[config.mk]
export PLATFORM = sky130hd
export DESIGN_NAME = fp_normalizer
export DESIGN_NICKNAME = d
export VERILOG_FILES = /design/src/rtl/fp_normalizer.sv
export SDC_FILE = /design/constraint.sdc
export NUM_CORES = 1
export LEC_CHECK = 0
export ABC_AREA = 1
export ABC_CLOCK_PERIOD_IN_PS = 4100
export CORE_MARGIN = 2
export CORE_UTILIZATION = 39
export CTS_CLUSTER_SIZE = 16
export DETAILED_ROUTE_END_ITERATION = 10
export PLACE_DENSITY = 0.63
export SLEW_MARGIN = 20
export SYNTH_ARGS = -nofsm -noshare
export SYNTH_HDL_FRONTEND = slang
export SYNTH_SLANG_ARGS = --single-unit
[constraint.sdc]
create_clock -name clk -period 4.1 [get_ports clk]
set_input_delay 0.615 -clock clk [delete_from_list [all_inputs] [get_ports clk]]
set_output_delay 0.615 -clock clk [all_outputs]
set_load 0.02 [all_outputs]
[src/rtl/fp_normalizer.sv]
// fp_normalizer: post-add normalization stage. Right-shifts once on carry-out,
// otherwise left-shifts one bit per cycle until the MSB is set or the exponent runs out.
// Revision: 1.0
`default_nettype none

module fp_normalizer #(
  parameter int WIDTH = 24,
  parameter int EXP_W = 8
) (
  input  logic             clk,
  input  logic             rst_n,
  input  logic             in_valid,
  output logic             in_ready,
  input  logic [WIDTH-1:0] operand,
  input  logic             co_i,
  input  logic [EXP_W-1:0] exp_i,
  input  logic             sign_i,
  output logic             out_valid,
  input  logic             out_ready,
  output logic [WIDTH-1:0] mant_o,
  output logic [EXP_W-1:0] exp_o,
  output logic             sign_o,
  output logic             sticky_o,
  output logic             zero_o,
  output logic             ovf_o,
  output logic             unf_o
);

  typedef enum logic [1:0] {
    IDLE  = 2'd0,
    SHIFT = 2'd1,
    DONE  = 2'd2
  } state_t;

  state_t           state, state_nx;
  logic [WIDTH-1:0] mant, mant_nx;
  logic [EXP_W-1:0] exp_r, exp_nx;
  logic             sign, sign_nx;
  logic             sticky, sticky_nx;
  logic             zero, zero_nx;
  logic             ovf, ovf_nx;
  logic             unf, unf_nx;

  // Extra bit on the increment so an all-ones exponent is caught before wrapping.
  logic [EXP_W:0]   exp_inc;
  logic [EXP_W-1:0] exp_dec;

  assign exp_inc = {1'b0, exp_i} + {{EXP_W{1'b0}}, 1'b1};
  assign exp_dec = exp_r - {{(EXP_W-1){1'b0}}, 1'b1};

  always_ff @(posedge clk or negedge rst_n) begin
    if (!rst_n) begin
      state  <= IDLE;
      mant   <= '0;
      exp_r  <= '0;
      sign   <= 1'b0;
      sticky <= 1'b0;
      zero   <= 1'b0;
      ovf    <= 1'b0;
      unf    <= 1'b0;
    end else begin
      state  <= state_nx;
      mant   <= mant_nx;
      exp_r  <= exp_nx;
      sign   <= sign_nx;
      sticky <= sticky_nx;
      zero   <= zero_nx;
      ovf    <= ovf_nx;
      unf    <= unf_nx;
    end
  end

  always_comb begin
    state_nx  = state;
    mant_nx   = mant;
    exp_nx    = exp_r;
    sign_nx   = sign;
    sticky_nx = sticky;
    zero_nx   = zero;
    ovf_nx    = ovf;
    unf_nx    = unf;

    case (state)
      IDLE: begin
        if (in_valid) begin
          sign_nx   = sign_i;
          sticky_nx = 1'b0;
          zero_nx   = 1'b0;
          ovf_nx    = 1'b0;
          unf_nx    = 1'b0;
          state_nx  = DONE;
          if (co_i) begin
            if (exp_inc >= {1'b0, {EXP_W{1'b1}}}) begin
              ovf_nx  = 1'b1;
              exp_nx  = {EXP_W{1'b1}};
              mant_nx = '0;
            end else begin
              mant_nx   = {1'b1, operand[WIDTH-1:1]};
              sticky_nx = operand[0];
              exp_nx    = exp_inc[EXP_W-1:0];
            end
          end else if (operand == '0) begin
            zero_nx = 1'b1;
            exp_nx  = '0;
            mant_nx = '0;
          end else if (operand[WIDTH-1]) begin
            mant_nx = operand;
            exp_nx  = exp_i;
          end else if (exp_i == '0) begin
            unf_nx  = 1'b1;
            mant_nx = operand;
            exp_nx  = '0;
          end else begin
            mant_nx  = operand;
            exp_nx   = exp_i;
            state_nx = SHIFT;
          end
        end
      end

      SHIFT: begin
        mant_nx = {mant[WIDTH-2:0], 1'b0};
        exp_nx  = exp_dec;
        // Exponent exhaustion wins even when this shift lands the MSB.
        if (exp_dec == '0) begin
          unf_nx   = 1'b1;
          state_nx = DONE;
        end else if (mant[WIDTH-2]) begin
          state_nx = DONE;
        end
      end

      DONE: begin
        if (out_ready) begin
          sticky_nx = 1'b0;
          zero_nx   = 1'b0;
          ovf_nx    = 1'b0;
          unf_nx    = 1'b0;
          state_nx  = IDLE;
        end
      end

      default: state_nx = IDLE;
    endcase
  end

  assign in_ready  = (state == IDLE);
  assign out_valid = (state == DONE);
  assign mant_o    = mant;
  assign exp_o     = exp_r;
  assign sign_o    = sign;
  assign sticky_o  = sticky;
  assign zero_o    = zero;
  assign ovf_o     = ovf;
  assign unf_o     = unf;

endmodule

`default_nettype wire

==> flow_metrics.env <==
export IMPL_outcome="complete, no violations"
export IMPL_ant_nets=0
export IMPL_hold_violations=0
export IMPL_fin_setup_tns_ns=0
export IMPL_globalRouteOverflowTotal=0
export IMPL_clock_fmax_mhz=342
export IMPL_grt_max_degree=41
export IMPL_ir_worst_vdd_mv=0.247
export IMPL_cts_num_sinks=39
export IMPL_vias_per_cell=5.09
export IMPL_p_per_area_nw_per_um2=645
export IMPL_drive_gt1_share_pct=5.09
export IMPL_die_h_um=91.0
export IMPL_post_route_period_util_pct=71.2
export IMPL_worstMarginPinSlew_ns=1.02
export IMPL_synth_seq_cells=39
export IMPL_detail_route_first_pass_iterations=5
export IMPL_initial_core_util_pct=40.5
export IMPL_worst_hold_slack_ns=0.462
export IMPL_worstPathMaxFanout=29
export IMPL_critPathCaptureType="flip-flop"
export IMPL_grt_setup_unrepaired="no"
export IMPL_synth_seq_area_share_pct=33.1
export IMPL_post_cts_buffers=0
export IMPL_syn_area_per_cell_um2=6.31
export IMPL_grt_pass1_wl_um=14500
export IMPL_clock_skew_ns=0.0122
export IMPL_timing_slew_headroom_pct=31.8
export IMPL_grt_util_all_layers_pct=20.9
export IMPL_synth_most_common_cell="nand2_1"
export IMPL_antenna_found_initial=0
export IMPL_ios=77
export IMPL_drt_iter0_drc=210
export IMPL_dp_hpwl_um=6080
export IMPL_cp_required_ns=4.28
export IMPL_yosys_area_top_type="dfrtp_1"
export IMPL_dp_cells=621
export IMPL_final_util_pct=52.6
export IMPL_n_antenna_cell=0
export IMPL_critPathLaunchType="primary input"
export IMPL_postCtsHoldBufs=0
export IMPL_period_minus_slack_ns=2.92
export IMPL_synth_edf_count=0
export IMPL_die_w_um=91.0
export IMPL_drc=0
export IMPL_areaGrowthSynthToFinish_pct=29.9
export IMPL_crit_type="in2reg"
export IMPL_cap_violations=0
export IMPL_grt_pass1_vias=2927
export IMPL_syn_nets=514
export IMPL_globalplace_congestion=0.868
export IMPL_tritoncts="built"
export IMPL_worstHoldPathType="in2async"
export IMPL_ctsResizeCount=0
export IMPL_cp_arrival_ns=3.10
export IMPL_cts_root_buf="clkbuf_8"
export IMPL_path_clk_slew_ns=0.07
export IMPL_row_count=31
export IMPL_numCtsBuffers=5
export IMPL_cts_max_level=2
export IMPL_synth_area_leaders="dfrtp_1 (33%), nand2_1 (20%), nor2_1 (11%)"
export IMPL_synth_flop_cell="dfrtp_1"
export IMPL_n_fill_cell=788
export IMPL_wl_um=8530
export IMPL_leakagePower_uw=0.00193
export IMPL_nets=575
export IMPL_slew_viol_final=0
export IMPL_insertion_delay_ns=0.30
export IMPL_cts_buffer_depth=2
export IMPL_netlist_area_um2=2950
export IMPL_power_total_uw=2480
export IMPL_syn_inst=468
export IMPL_setup_viol=0
export IMPL_synth_common_cells="nand2_1 (154), nor2_1 (86), dfrtp_1 (39)"
export IMPL_yosysTopAreaCellShare_pct=33.1
export IMPL_coreArea_um2=7290
export IMPL_synth_distinct_cells=29
export IMPL_instances_no_fill=629
export IMPL_dieArea_um2=8280
export IMPL_ys_warnings_count=0
export IMPL_vias=3203
export IMPL_port_buffers=76
export IMPL_avgRoutedWirePerCell_um=13.6
export IMPL_async_reset_ff_share_pct=100
export IMPL_r2r_cells=11
## flip-flops by register name, summed over array words and instances, names as in the netlist
signal    count
unf_o         1
sticky_o      1
mant_o       24
zero_o        1
exp_o         8
sign_o        1
ovf_o         1
state         2
## final timing paths
kind	start	endpoint	slack [ns]
worst max register to register	state[1]	mant_o[1]	1.19
max in group asynchronous	rst_n	exp_o[6]	3.06
worst max-delay path	exp_i[0]	exp_o[2]	1.18
worst min-delay path	rst_n	sticky_o	0.46
worst min register to register	unf_o	unf_o	0.49
min in group clk	unf_o	unf_o	0.49
## metal layers
metal | vias up | wire length [µm] | GRT usage (%)
li1 | 1631 | - | -
met1 | 1460 | 4210 | 32.1
met2 | 104 | 3750 | 31.4
met3 | 8 | 461 | 2.49
met4 | 0 | 102 | 4.55
met5 | - | 0 | 0
## per-stage QoR
| stage | worst slack [ns] | instance area [µm²] |
|---|---|---|
| after floorplan | 2.19 | 2950 |
| after global placement | 1.01 | 3750 |
| after detailed placement | 0.871 | 3750 |
| after CTS | 1.18 | 3840 |
| after global routing | 0.897 | 3840 |
| final | 1.18 | 3840 |
## critical path, cell delays in order
cell and delay [ns]:
clkdlybuf4s50_1 0.57, inv_1 0.12, ha_1 0.33, a21oi_1 0.15, nor2_1 0.05, nand3_1 0.09
nor2_2 0.04, nand2_1 0.69, nand4_1 0.17, nand2_1 0.18, a21oi_2 0.06
## area by class of cell
cell class	count	area, µm²	share of cell area [%]
clock buffers	6	72.6	1.89
clock inverters	2	12.5	0.326
inverters	31	116	3.03
multi-input cells	371	1740	45.4
flip-flops and latches	39	976	25.4
well taps	99	124	3.23
repair buffers	81	793	20.7
## power breakdown
group | total, µW | internal (µW) | switching [µW]
Combinational | 1510 | 620 | 889
Sequential | 704 | 560 | 144
Clock | 263 | 119 | 144
Total | 2480 | 1300 | 1180
## placed cells by master, fill, tap and decap left out, types with 2 or more instances in the layout
master	synthesis	layout
nand2_1	154	154
nor2_1	86	86
clkdlybuf4s50_1	0	75
dfrtp_1	39	39
a21oi_1	38	38
nand4_1	32	32
inv_1	31	31
nand3_1	21	21
ha_1	8	8
a21oi_2	6	6
xor2_1	5	5
clkbuf_8	0	5
buf_4	0	5
o21ai_0	4	4
nand2_2	2	2
o21ai_2	2	2
nor3_1	2	2
## cell families after synthesis
logic type	count (synthesis)	share of synthesized area, %
AND/OR/NAND/NOR	301	42.7
buffers and inverters	58	7.97
AO/OA/AOI/OAI	55	10.8
flip-flops	39	33.1
adder cells (fa/ha/maj)	8	3.39
XOR/XNOR	6	1.78
multiplexers	1	0.381
No activity file was read; power rests on OpenSTA's default activity.
